[config.mk]
export PLATFORM = sky130hd
export DESIGN_NAME = mem_access_unit_flat
export DESIGN_NICKNAME = d
export VERILOG_FILES = /design/src/rtl/mem_access_unit_pkg.sv /design/src/rtl/mem_access_unit_if.sv /design/src/rtl/mem_lane_align.sv /design/src/rtl/mem_access_unit.sv /design/src/flat_wrapper.sv
export SDC_FILE = /design/constraint.sdc
export NUM_CORES = 1
export LEC_CHECK = 0
export ABC_AREA = 1
export BUFFER_PORTS_ARGS = -buffer_cell sky130_fd_sc_hd__buf_2
export CORE_ASPECT_RATIO = 1.5
export CORE_UTILIZATION = 25
export DETAILED_ROUTE_END_ITERATION = 7
export SETUP_SLACK_MARGIN = 0.3
export SLEW_MARGIN = 20
export SYNTH_ARGS = -nofsm -noshare
export SYNTH_HDL_FRONTEND = slang
export SYNTH_HIERARCHICAL = 1
export SYNTH_SLANG_ARGS = --single-unit
[constraint.sdc]
create_clock -name CLK -period 3.1 [get_ports CLK]
set_clock_uncertainty 0.1 [all_clocks]
set_input_delay 0.31 -clock CLK [delete_from_list [all_inputs] [get_ports CLK]]
set_output_delay 0.31 -clock CLK [all_outputs]
set_load 0.01 [all_outputs]
[src/rtl/mem_access_unit_pkg.sv]
// Shared definitions for the data-RAM access unit: funct3 codes, FSM states
// and the request legality check used when a request is accepted.
package mem_pkg;

    localparam logic [2:0] F3_B  = 3'b000;
    localparam logic [2:0] F3_H  = 3'b001;
    localparam logic [2:0] F3_W  = 3'b010;
    localparam logic [2:0] F3_BU = 3'b100;
    localparam logic [2:0] F3_HU = 3'b101;

    typedef enum logic [2:0] {IDLE, READ, CAPTURE, WRITE, RESP} mau_state_t;

    // A request is bad when the width is misaligned or the funct3 code does
    // not exist for that direction (stores have no unsigned variants).
    function automatic logic req_is_bad(input logic wr, input logic [2:0] f3,
                                        input logic [1:0] lane);
        logic bad;
        case (f3)
            F3_B:    bad = 1'b0;
            F3_H:    bad = lane[0];
            F3_W:    bad = (lane != 2'b00);
            F3_BU:   bad = wr;
            F3_HU:   bad = wr | lane[0];
            default: bad = 1'b1;
        endcase
        return bad;
    endfunction

endpackage

[src/rtl/mem_access_unit_if.sv]
// Bundles for the two sides of the access unit: the core request/response
// channel and the word-addressed RAM port.

// Core-facing request/response channel; the core is the master.
interface mem_req_if;
    logic        req_valid;
    logic        req_ready;
    logic        req_write;
    logic [2:0]  req_funct3;
    logic [31:0] req_addr;
    logic [31:0] req_wdata;
    logic        resp_valid;
    logic        resp_err;
    logic [31:0] resp_rdata;

    modport master (
        output req_valid, req_write, req_funct3, req_addr, req_wdata,
        input  req_ready, resp_valid, resp_err, resp_rdata
    );

    modport slave (
        input  req_valid, req_write, req_funct3, req_addr, req_wdata,
        output req_ready, resp_valid, resp_err, resp_rdata
    );
endinterface

// RAM-facing word port; the access unit is the master.
interface mem_ram_if #(parameter int ADDR_W = 10);
    logic              MemWrite;
    logic [ADDR_W-1:0] address;
    logic [31:0]       write_data;
    logic [31:0]       read_data;

    modport master (
        output MemWrite, address, write_data,
        input  read_data
    );

    modport slave (
        input  MemWrite, address, write_data,
        output read_data
    );
endinterface

[src/rtl/mem_lane_align.sv]
// Byte/half lane handling: extracts and extends load data from a RAM word,
// and merges right-aligned store data into the addressed lane of a word.
module mem_lane_align
    import mem_pkg::*;
(
    input  logic [31:0] rd_word,
    input  logic [31:0] wdata,
    input  logic [1:0]  lane,
    input  logic [2:0]  funct3,
    output logic [31:0] load_data,
    output logic [31:0] store_word
);

    logic [7:0]  sel_byte;
    logic [15:0] sel_half;

    // Pick the addressed byte/half and extend it according to funct3.
    always_comb begin
        sel_byte = rd_word[7:0];
        case (lane)
            2'd0: sel_byte = rd_word[7:0];
            2'd1: sel_byte = rd_word[15:8];
            2'd2: sel_byte = rd_word[23:16];
            2'd3: sel_byte = rd_word[31:24];
            default: sel_byte = rd_word[7:0];
        endcase
        sel_half = lane[1] ? rd_word[31:16] : rd_word[15:0];
        case (funct3)
            F3_B:    load_data = {{24{sel_byte[7]}}, sel_byte};
            F3_BU:   load_data = {24'd0, sel_byte};
            F3_H:    load_data = {{16{sel_half[15]}}, sel_half};
            F3_HU:   load_data = {16'd0, sel_half};
            default: load_data = rd_word;
        endcase
    end

    // Replace only the addressed lane; the rest keeps the old RAM contents.
    always_comb begin
        store_word = rd_word;
        case (funct3)
            F3_B: begin
                case (lane)
                    2'd0: store_word[7:0]   = wdata[7:0];
                    2'd1: store_word[15:8]  = wdata[7:0];
                    2'd2: store_word[23:16] = wdata[7:0];
                    2'd3: store_word[31:24] = wdata[7:0];
                    default: store_word = rd_word;
                endcase
            end
            F3_H: begin
                if (lane[1]) store_word[31:16] = wdata[15:0];
                else         store_word[15:0]  = wdata[15:0];
            end
            default: store_word = wdata;
        endcase
    end

endmodule

[src/rtl/mem_access_unit.sv]
// Initiator side of the data-RAM port: converts core load/store requests
// into RAM word cycles, doing sub-word stores as read-modify-write.
module mem_access_unit
    import mem_pkg::*;
#(
    parameter int ADDR_W = 10
)(
    input logic       CLK,
    input logic       RST,
    mem_req_if.slave  req,
    mem_ram_if.master ram
);

    mau_state_t  state;
    logic        lat_write;
    logic [2:0]  lat_funct3;
    logic [1:0]  lat_lane;
    logic [31:0] lat_wdata;
    logic [31:0] load_data;
    logic [31:0] store_word;
    logic        unused_addr_hi;

    // Address bits above the RAM window wrap silently.
    assign unused_addr_hi = ^req.req_addr[31:ADDR_W+2];

    // Ready only while idle and not being reset.
    assign req.req_ready = (state == IDLE) && !RST;

    mem_lane_align u_align (
        .rd_word    (ram.read_data),
        .wdata      (lat_wdata),
        .lane       (lat_lane),
        .funct3     (lat_funct3),
        .load_data  (load_data),
        .store_word (store_word)
    );

    // Request FSM with registered RAM and response outputs.
    always_ff @(posedge CLK) begin
        if (RST) begin
            state          <= IDLE;
            lat_write      <= 1'b0;
            lat_funct3     <= F3_B;
            lat_lane       <= 2'd0;
            lat_wdata      <= 32'd0;
            ram.MemWrite   <= 1'b0;
            ram.address    <= '0;
            ram.write_data <= 32'd0;
            req.resp_valid <= 1'b0;
            req.resp_err   <= 1'b0;
            req.resp_rdata <= 32'd0;
        end else begin
            case (state)
                IDLE: begin
                    req.resp_valid <= 1'b0;
                    ram.MemWrite   <= 1'b0;
                    if (req.req_valid) begin
                        lat_write   <= req.req_write;
                        lat_funct3  <= req.req_funct3;
                        lat_lane    <= req.req_addr[1:0];
                        lat_wdata   <= req.req_wdata;
                        ram.address <= req.req_addr[ADDR_W+1:2];
                        if (req_is_bad(req.req_write, req.req_funct3, req.req_addr[1:0])) begin
                            req.resp_valid <= 1'b1;
                            req.resp_err   <= 1'b1;
                            req.resp_rdata <= 32'd0;
                            state          <= RESP;
                        end else if (req.req_write && req.req_funct3 == F3_W) begin
                            ram.MemWrite   <= 1'b1;
                            ram.write_data <= req.req_wdata;
                            state          <= WRITE;
                        end else begin
                            state <= READ;
                        end
                    end
                end
                READ: begin
                    state <= CAPTURE;
                end
                CAPTURE: begin
                    if (lat_write) begin
                        ram.write_data <= store_word;
                        ram.MemWrite   <= 1'b1;
                        state          <= WRITE;
                    end else begin
                        req.resp_rdata <= load_data;
                        req.resp_err   <= 1'b0;
                        req.resp_valid <= 1'b1;
                        state          <= RESP;
                    end
                end
                WRITE: begin
                    ram.MemWrite   <= 1'b0;
                    req.resp_valid <= 1'b1;
                    req.resp_err   <= 1'b0;
                    req.resp_rdata <= 32'd0;
                    state          <= RESP;
                end
                RESP: begin
                    req.resp_valid <= 1'b0;
                    state          <= IDLE;
                end
                default: begin
                    ram.MemWrite <= 1'b0;
                    state        <= IDLE;
                end
            endcase
        end
    end

endmodule
[src/flat_wrapper.sv]
// flat-port wrapper written by rule: the top's interface ports become plain ports
module mem_access_unit_flat import mem_pkg::*;
#(
    parameter int ADDR_W = 10
)
  (CLK, RST, req_req_valid, req_req_write, req_req_funct3, req_req_addr, req_req_wdata, req_req_ready, req_resp_valid, req_resp_err, req_resp_rdata, ram_MemWrite, ram_address, ram_write_data, ram_read_data);
  mem_req_if req_i ();
  mem_ram_if #(.ADDR_W(ADDR_W)) ram_i ();
  input logic CLK;
  input logic RST;
  input wire logic [$bits(req_i.req_valid)-1:0] req_req_valid;
  input wire logic [$bits(req_i.req_write)-1:0] req_req_write;
  input wire logic [$bits(req_i.req_funct3)-1:0] req_req_funct3;
  input wire logic [$bits(req_i.req_addr)-1:0] req_req_addr;
  input wire logic [$bits(req_i.req_wdata)-1:0] req_req_wdata;
  output wire logic [$bits(req_i.req_ready)-1:0] req_req_ready;
  output wire logic [$bits(req_i.resp_valid)-1:0] req_resp_valid;
  output wire logic [$bits(req_i.resp_err)-1:0] req_resp_err;
  output wire logic [$bits(req_i.resp_rdata)-1:0] req_resp_rdata;
  output wire logic [$bits(ram_i.MemWrite)-1:0] ram_MemWrite;
  output wire logic [$bits(ram_i.address)-1:0] ram_address;
  output wire logic [$bits(ram_i.write_data)-1:0] ram_write_data;
  input wire logic [$bits(ram_i.read_data)-1:0] ram_read_data;
  assign req_i.req_valid = req_req_valid;
  assign req_i.req_write = req_req_write;
  assign req_i.req_funct3 = req_req_funct3;
  assign req_i.req_addr = req_req_addr;
  assign req_i.req_wdata = req_req_wdata;
  assign req_req_ready = req_i.req_ready;
  assign req_resp_valid = req_i.resp_valid;
  assign req_resp_err = req_i.resp_err;
  assign req_resp_rdata = req_i.resp_rdata;
  assign ram_MemWrite = ram_i.MemWrite;
  assign ram_address = ram_i.address;
  assign ram_write_data = ram_i.write_data;
  assign ram_i.read_data = ram_read_data;
  mem_access_unit #(.ADDR_W(ADDR_W)) u_core (.CLK(CLK), .RST(RST), .req(req_i), .ram(ram_i));
endmodule
==> results of run 1 <==
[stage by stage]
| stage | total power (uW) | utilization, % | instances | hold WS (ps) |
|---|---|---|---|---|
| after CTS | 4950 | 30.7 | 1766 | 8.52 |
| after global placement | 3020 | 28.8 | 1734 | 338 |
| after floorplan | 2620 | - | 1248 | 340 |
| after global routing | 5170 | 30.7 | 1767 | 30.4 |
| final | 4900 | 30.7 | 1768 | 35.9 |
| after detailed placement | 3020 | 28.8 | 1734 | 347 |
[worst min-delay path: cells and delay by family]
kind / cells / cell delay [ps]
buffers and inverters: 1 / 90
AND/OR/NAND/NOR: 1 / 70
AO/OA/AOI/OAI: 1 / 60
[registers in the layout, summed over array words and instances (netlist names)]
name                   cells
u_core/lat_wdata          32
u_core/ram.write_data     32
u_core/req.resp_rdata     32
u_core/ram.address        10
u_core/lat_funct3          3
u_core/state               3
u_core/lat_lane            2
u_core/lat_write           1
u_core/ram.MemWrite        1
u_core/req.resp_err        1
u_core/req.resp_valid      1
[cell type report]
type,count,share of cell area [%]
diodes,2,0.0553
clock buffers,17,4.70
clock inverters,15,1.44
inverters,140,5.83
multi-input cells,900,45.5
flip-flops and latches,118,26.1
well taps,395,5.46
repair buffers,181,10.9
[power groups by stage]
stage	combinational, uW	sequential (uW)	clock, uW
finish	1240	1750	1900
global route	1380	1770	2020
CTS	1240	1760	1960
detailed placement	1230	1790	0
global placement	1230	1790	0
floorplan	818	1800	0
[path summary, 6_finish.rpt]
check                                    to  slack, ps  cells after the start
setup reg to reg  u_core/ram.write_data[27]        640                     10
hold reg to reg         u_core/req.resp_err        350                      2
hold / removal        u_core/ram.address[1]         40                      3
setup / recovery  u_core/ram.write_data[27]        640                     10
[metal layers]
metal,GRT usage (%),wire length [um]
met5,0,8
met4,12.4,1630
met3,4.04,1830
met2,35.0,15400
met1,23.1,12100
[synthesized netlist by cell type (16+ instances only)]
cell type / instances / area, sq um
dfxtp_1: 118 / 2360
inv_1: 122 / 458
clkbuf_1: 34 / 128
o21ai_0: 16 / 80.1
buf_2: 28 / 140
nand3_1: 152 / 761
nor2_1: 106 / 398
nand2_1: 410 / 1540
o21ai_1: 18 / 90.1
a21oi_1: 88 / 440
o211ai_1: 50 / 375
nand4_1: 29 / 181
[cells by family (layout without fill, tap and decap cells)]
| kind of cell | count (synthesis) | in the layout | share of synthesized area, % |
|---|---|---|---|
| AOI/OAI and AO/OA | 182 | 182 | 14.0 |
| buffers and inverters | 230 | 353 | 13.8 |
| other | 0 | 2 | 0 |
| DFF | 118 | 118 | 31.4 |
| and+or+nand+nor | 718 | 718 | 40.8 |
==> out/results.tsv, run 1 <==
metric	value	unit
dieHeight	214	um
path_class	register to register	
clock_sinks	118	
drc	0	
endpoint_kind	register	
drv_cap	0	
slowest_stage	inv_2	
timing.fmax	406	MHz
report.final.hold_viol_count	0	
tns	0	ps
num_vias	8517	
vdd_drop_max	0.245	mV
reg2reg_from	u_core/state[2]	
seqPwrFrac	35.8	%
startpoint	u_core/state[2]	
ys.flop_type	dfxtp_1	
die_width	144	um
worstPathArrival	2700	ps
ys_types	30	
rows	77	
first_pass_iters	5	
post_synth.cell_area_avg	6.02	sq um
cts_made_buffers	17	
dr.first_iter.drc_count	696	
routedWlPerCell	17.6	um
area_growth	20.4	%
synth_nets	1351	
async_flop_share	0	%
final_common_cell	nand2_1	
setup_ws	636	ps
grt_pass1_vias	7913	
synth_edf_count	0	
htree_num_levels	4	
grt_overflow	0	
crit_path_max_fanout	47	
leakage	0.00442	uW
track_usage	20.5	%
grt_antenna_before_repair	3	
setup_viol	0	
num-fill-cells	3419	
coreArea	29500	sq um
root_buffer	clkbuf_16	
timing.final.crit_share	79.5	%
tightest_slew	1010	ps
via_per_inst	4.82	
worstPathRequired	3340	ps
slowest_delay	500	ps
hold_start	req_req_addr[3]	
final_cell_area	9050	sq um
post-place-ws	637	ps
layout-drive-gt1-share	17.9	%
clock_latency	440	ps
cp-start-kind	register	
internal_power	3120	uW
switching_share	36.3	%
gp_congestion	0.932	
dp_hpwl	22900	um
synthCells	1248	
cts_setup_buffers	0	
status	finished clean	
wirelength	31000	um
layout_common_cells	nand2_1, buf_2, nand3_1	
rsz0062_at_grt	false	
crit_buf_inv	3	
clk_path_buf_depth	2	
final-seq-area	2360	sq um
yosys_warnings	6	
switchingPower	1780	uW
hp-class	input pin to register	
combinationalPowerShare	25.3	%
netlist_area	7520	sq um
final.min_clock_period	2460	ps
nNetsFinal	1461	
io_buffers	160	
cts_tree	done	
holdBufCountCts	0	
critPathMostFrequentCell	nand2_1	
p_per_area	541	nW/um^2
cts_resized	0	
clkPwrFrac	38.8	%
ys_seq_area_share	31.4	%
ioPinCount	181	
grt_max_degree	69	
ant_nets	0	
start_util	25.5	%
slew_headroom	32.9	%
path_clk_slew	60	ps
place_area	8490	sq um
postSynthRegisterBits	118	
multiInputGateArea	4120	sq um
die-area	30800	sq um
final-max-slew-violation-count	0	
path_delay_family	simple AND/OR/NAND/NOR gates	
grt_pass1_wl	46700	um
cp_cell_sequence	inv_2 -> nand2_2 -> nor2_4 -> inv_2 -> nand2_1 -> nand2_1 -> inv_1 -> nand3_1 -> nand2_1 -> nor2_1	
(Power assumes the default switching activity.)
==> run 2: changes to the inputs <==
--- a/config.mk
+++ b/config.mk
@@ -5,7 +5,7 @@
 export SDC_FILE = /design/constraint.sdc
 export NUM_CORES = 1
 export LEC_CHECK = 0
-export ABC_AREA = 1
+export ABC_AREA = 0
 export BUFFER_PORTS_ARGS = -buffer_cell sky130_fd_sc_hd__buf_2
 export CORE_ASPECT_RATIO = 1.5
 export CORE_UTILIZATION = 25
==> constraint.sdc (replaced) <==
create_clock -name CLK -period 2.51 [get_ports CLK]
set_clock_uncertainty 0.1 [all_clocks]
set_input_delay 0.251 -clock CLK [delete_from_list [all_inputs] [get_ports CLK]]
set_output_delay 0.251 -clock CLK [all_outputs]
set_load 0.01 [all_outputs]
==> run 2 against run 1 <==
  * Combinational power fell by 20%
  * Hold slack lost 16 ps
  * Critical path depth fell by 3
  * Utilization is 3.2 points higher
  * Cell area is 3.5% lower
  * Non-clock buffer count grew 50
  * Area after synthesis shrank 13%
==> out/results.tsv, run 2 <==
metric	value	unit	change
status	finished clean		unchanged
path_class	input pin to register		was register to register
dr.first_iter.drc_count	320		was 696
drc	0		unchanged
via_per_inst	4.73		was 4.82
vdd_drop_max	0.467	mV	was 0.245 mV
worstPathRequired	2730	ps	was 3340 ps
yosysMostFrequentCell	nand2_1		unchanged
ys_types	49		was 30
ys_seq_area_share	36.0	%	was 31.4%
dieHeight	201	um	was 214 um
num_vias	6282		was 8517
final.min_clock_period	2130	ps	
layout-drive-gt1-share	26.4	%	was 17.9%
yosys.area.top_type	dfxtp_1		unchanged
clkPwrFrac	46.0	%	was 38.8%
instances_no_fill	1327		was 1768
grt_pass1_vias	6048		was 7913
synth_mux_area_share	15.0	%	was 0%
synth_compound_area_share	16.4	%	was 14.0%
cts_made_buffers	17		unchanged
die-area	26900	sq um	was 30800 sq um
worstPathArrival	2350	ps	was 2700 ps
ioPinCount	181		unchanged
combinationalPowerShare	17.7	%	was 25.3%
dp_cells	1250		was 1734
power	5570	uW	was 4900 uW
reg_top3	u_core/lat_wdata: 32 flops, u_core/ram.write_data: 32 flops, u_core/req.resp_rdata: 32 flops		unchanged
async_flop_share	0	%	unchanged
grt_max_degree	68		was 69
synth.area.top_cells	dfxtp_1, nand2_1, mux2_4, a21oi_1, mux2i_1		was dfxtp_1, nand2_1, nand3_1, inv_1, a21oi_1
yosysTopAreaCellShare	36.0	%	was 31.4%
wirelength	22600	um	was 31000 um
slew_headroom	52.4	%	was 32.9%
yosys_warnings	6		unchanged
grt_overflow	0		unchanged
synth_xor_area_share	0	%	unchanged
htree_num_levels	4		unchanged
hp-class	input pin to register		unchanged
ant_nets	0		unchanged
internal_power	4010	uW	was 3120 uW
clock_latency	430	ps	was 440 ps
yosys.area_share.simple	26.7	%	was 40.8%
io_buffers	160		unchanged
num-fill-cells	2775		was 3419
switching_share	27.9	%	was 36.3%
tns	0	ps	unchanged
drv_cap	0		unchanged
rows	72		was 77
tightest_slew	714	ps	was 1010 ps
start_util	25.5	%	about the same
clk_path_buf_depth	2		unchanged
area_growth	33.0	%	was 20.4%
ys.flop_type	dfxtp_1		unchanged
synth_top_family_by_area	simple AND/OR/NAND/NOR gates		unchanged
timing.fmax	469	MHz	
synth_nets	902		was 1351
post_synth.cell_area_avg	8.22	sq um	was 6.02 sq um
antennaDiodeCount	0		was 2
cts_tree	done		unchanged
post-route-util	33.9	%	was 30.7%
die_width	134	um	was 144 um
setup_viol	0		unchanged
leakage	0.00396	uW	was 0.00442 uW
rsz0062_at_grt	false		unchanged
final_common_cell	nand2_1		unchanged
clock_sinks	118		unchanged
grt_pass1_wl	34000	um	was 46700 um
first_pass_iters	4		was 5
coreArea	25800	sq um	was 29500 sq um
final-max-slew-violation-count	0		unchanged
endpoint_kind	register		unchanged
dp_hpwl	16700	um	was 22900 um
switchingPower	1560	uW	was 1780 uW
cp-start-kind	input pin		was register
synthTopCellsByCount	nand2_1, dfxtp_1, a21oi_1		was nand2_1, nand3_1, inv_1
synth_edf_count	0		unchanged
gp_congestion	0.910		was 0.932
nNetsFinal	1085		was 1461
crit_path_max_fanout	20		was 47
p_per_area	638	nW/um^2	was 541 nW/um^2
report.final.hold_viol_count	0		unchanged
postSynthRegisterBits	118		unchanged
track_usage	16.7	%	was 20.5%
path_clk_slew	60	ps	about the same
synthAdderAreaFrac	0	%	unchanged
root_buffer	clkbuf_16		unchanged
timing.final.crit_share	84.9	%	
synthCells	799		was 1248
routedWlPerCell	17.0	um	was 17.6 um
netlist_area	6570	sq um	was 7520 sq um
layout_common_cells	nand2_1, buf_2, dfxtp_1		was nand2_1, buf_2, nand3_1
seqPwrFrac	36.3	%	was 35.8%
grt_antenna_before_repair	0		was 3
run 2: cell type report:
cell class	count	area [sq um]	share of cell area, %
inverters	3	11.3	0.129
multi-input cells	611	3830	43.8
flip-flops and latches	118	2360	27.1
repair buffers	231	1500	17.2
clock inverters	11	148	1.69
well taps	333	417	4.77
clock buffers	20	467	5.34
run 2: logic make-up (layout without fill, tap and decap cells):
family,after synthesis,count (layout)
buffers and inverters,70,265
muxes,81,81
AOI/OAI and AO/OA,154,154
and+or+nand+nor,376,376
DFF,118,118
run 2: through the flow:
step                hold slack (ps)  area [sq um]  setup slack [ps]
finish                         20.0          8730               379
global route                   11.8          8730               337
CTS                           0.689          8730               330
detailed placement              344          7650               344
global placement                341          7650               342
floorplan                       287          6570               549
run 2: worst paths after layout:
check	from	cells past startpoint	to	slack, ps
setup / recovery	req_req_addr[1]	7	u_core/ram.write_data[26]	380
hold / removal	req_req_funct3[2]	3	u_core/lat_funct3[2]	20
setup reg to reg	u_core/lat_funct3[2]	7	u_core/ram.write_data[24]	410
hold reg to reg	u_core/ram.address[8]	2	u_core/ram.address[8]	350
run 2: routing by layer:
layer  routed length, um  global-route usage, %  up-vias
met1                9150                   18.9     2933
met3                1150                   3.43       43
met5                   0                      0        -
met4                 843                   8.51        0
li1                    -                      -     3101
met2               11400                   29.2      205
run 2: repair_timing:
item,4_1_cts,5_1_grt
hold buffers,46,0
hold endpoints to repair,46,0
gates resized for setup,0,3
buffers inserted,0,0
endpoints found under the setup margin,0,25
run 2: power groups by stage:
stage | clock network (uW) | logic, uW | registers [uW]
2_1_floorplan | 0 | 625 | 2040
4_1_cts | 2620 | 982 | 2020
3_3_place_gp | 0 | 912 | 2060
3_5_place_dp | 0 | 920 | 2060
6_report | 2560 | 988 | 2020
5_1_grt | 2690 | 1070 | 2030
run 2: worst max-delay path, cell delays in order:
cell	delay, ps
dlygate4sd3_1	530
buf_2	150
nor4_4	340
and3_1	300
a32oi_4	140
buf_4	280
mux2_4	340
==> run 3: changes to the inputs <==
--- a/config.mk
+++ b/config.mk
@@ -5,7 +5,7 @@
 export SDC_FILE = /design/constraint.sdc
 export NUM_CORES = 1
 export LEC_CHECK = 0
-export ABC_AREA = 0
+export ABC_AREA = 1
 export BUFFER_PORTS_ARGS = -buffer_cell sky130_fd_sc_hd__buf_2
 export CORE_ASPECT_RATIO = 1.5
 export CORE_UTILIZATION = 25
==> constraint.sdc (replaced) <==
create_clock -name CLK -period 1.8 [get_ports CLK]
set_clock_uncertainty 0.1 [all_clocks]
set_input_delay 0.18 -clock CLK [delete_from_list [all_inputs] [get_ports CLK]]
set_output_delay 0.18 -clock CLK [all_outputs]
set_load 0.01 [all_outputs]
==> run 3 against run 2 <==
  * The flow now finishes with violations (setup timing)
  * First-iteration DRC count up 130%
  * Sequential power up 50%
  * Flip-flop and latch count unchanged
  * Count of clock-buffer cells in the layout down 2
  * Power up 85%
  * Via count up 50%
  * Clock power up 46%
  * Sequential share of layout area down 7.7 points
  * Global-route usage up 6.1 points
  * Combinational power rose to 3.6 times the previous value
  * Critical path depth up 7
  * Critical endpoint is now u_core/ram.write_data[5]
  * Largest cell class unchanged
  * Largest power group unchanged
==> out/results.tsv, run 3 (synthesis gave the netlist of run 1 again) <==
metric	value	unit	change
grt_pass1_vias	8955		was 6048
routedWlPerCell	19.3	um	was 17.0 um
regToRegSetupSlack	-30	ps	was 410 ps
hp-class	input pin to register		unchanged
setup_viol	5		was 0
nNetsFinal	1616		was 1085
status	finished with violations		was finished clean
start_util	25.5	%	about the same
layout-drive-gt1-share	38.0	%	was 26.4%
leakage	0.00585	uW	was 0.00396 uW
grt_use_met2	39.1	%	was 29.2%
setup_ws	-30.5	ps	was 379 ps
endpoint_kind	register		unchanged
first_pass_iters	5		was 4
clock_latency	450	ps	was 430 ps
wirelength	37100	um	was 22600 um
use_met1	25.5	%	was 18.9%
htree_num_levels	4		unchanged
dr.first_iter.drc_count	741		was 320
path_clk_slew	60	ps	about the same
io_buffers	160		unchanged
gp_congestion	0.919		was 0.910
cts_tree	done		unchanged
reg_top3	u_core/lat_wdata: 32 flops, u_core/ram.write_data: 32 flops, u_core/req.resp_rdata: 32 flops		unchanged
timing.fmax	546	MHz	
timing.final.crit_share	102	%	
rsz0062_at_grt	true		was false
vdd_drop_max	0.576	mV	was 0.467 mV
grt_max_degree	50		was 68
num_vias	9427		was 6282
root_buffer	clkbuf_16		unchanged
power	10300	uW	was 5570 uW
place_area	9050	sq um	was 7650 sq um
worstPathArrival	2120	ps	was 2350 ps
crit_path_max_fanout	5		was 20
rows	77		was 72
coreArea	29500	sq um	was 25800 sq um
p_per_area	837	nW/um^2	was 638 nW/um^2
final_common_cell	nand2_1		unchanged
report.final.hold_viol_count	0		unchanged
path_class	register to register		was input pin to register
grt_busiest_layer	met2		unchanged
drv_cap	0		unchanged
track_usage	22.8	%	was 16.7%
grt_overflow	0		unchanged
clock_sinks	118		unchanged
dieHeight	214	um	was 201 um
drc	0		unchanged
via_per_inst	4.90		was 4.73
ant_nets	0		unchanged
layout_common_cells	nand2_1, buf_2, dfxtp_1		unchanged
slew_headroom	50.2	%	was 52.4%
ioPinCount	181		unchanged
grt_pass1_wl	52000	um	was 34000 um
final.min_clock_period	1830	ps	
use_met3	3.35	%	was 3.43%
cp-start-kind	register		was input pin
tightest_slew	747	ps	was 714 ps
worstPathRequired	2090	ps	was 2730 ps
violations	setup timing		
area_growth	63.4	%	was 33.0%
cts_made_buffers	17		unchanged
grt_antenna_before_repair	2		was 0
die-area	30800	sq um	was 26900 sq um
num-fill-cells	3083		was 2775
dp_hpwl	24200	um	was 16700 um
final_cell_area	12300	sq um	was 8730 sq um
clk_path_buf_depth	2		unchanged
die_width	144	um	was 134 um
final-max-slew-violation-count	0		unchanged
run 3: through the flow:
step | cells | TNS, ps | utilization (%) | worst slack [ps] | hold slack [ps]
6_report | 1922 | -84.1 | 41.7 | -30.5 | 102
5_1_grt | 1922 | -2430 | 41.7 | -125 | 123
4_1_cts | 1887 | -1.40 | 38.2 | -1.40 | 94.6
3_5_place_dp | 1782 | -1940 | 30.7 | -116 | 347
3_3_place_gp | 1782 | -1320 | 30.7 | -96.5 | 347
2_1_floorplan | 1248 | 0 | - | 232 | 237
run 3: final timing paths:
check | depth (start not counted) | endpoint | start
worst max register to register | 14 | u_core/ram.write_data[5] | u_core/lat_funct3[0]
worst max-delay path | 14 | u_core/ram.write_data[5] | u_core/lat_funct3[0]
worst min-delay path | 3 | u_core/req.resp_rdata[18] | RST
worst min register to register | 2 | u_core/lat_wdata[24] | u_core/lat_wdata[24]
run 3: layout make-up:
class                   instances  area (sq um)  area share, %
multi-input cells             904          5160           42.0
repair buffers                332          3040           24.7
flip-flops and latches        118          2380           19.4
inverters                     140           576           4.68
well taps                     395           494           4.02
clock buffers                  18           439           3.57
clock inverters                13           194           1.58
diodes                          2          5.00         0.0407
run 3: timing repair:
action                                  CTS  global route
resized for setup                       191           149
endpoints found under the setup margin  111            96
endpoints found under the hold margin    47             0
pin swaps                               119           134
gates cloned                             11            18
setup buffers                            16            15
hold buffers                             47             0
run 3: worst max-delay path, stage by stage (launching register included):
cell,delay (ps)
dfxtp_2,330
inv_4,80
buf_6,100
nand2_4,50
nor2_4,140
buf_12,140
buf_12,110
o211ai_1,70
nand3_1,120
nand2_1,80
nand2_2,160
clkinv_2,80
nand3_2,70
nand2_1,50
nor2_1,90
run 3: where the power goes:
part / internal [uW] / total (uW) / switching, uW
Sequential: 2840 / 3030 / 186
Clock: 2360 / 3740 / 1370
Combinational: 1530 / 3510 / 1980
run 3: layer usage:
metal	up-vias	wire length, um
met5	-	0
met1	4455	14100
met4	0	2640
met3	91	1560
met2	315	18700
li1	4566	-
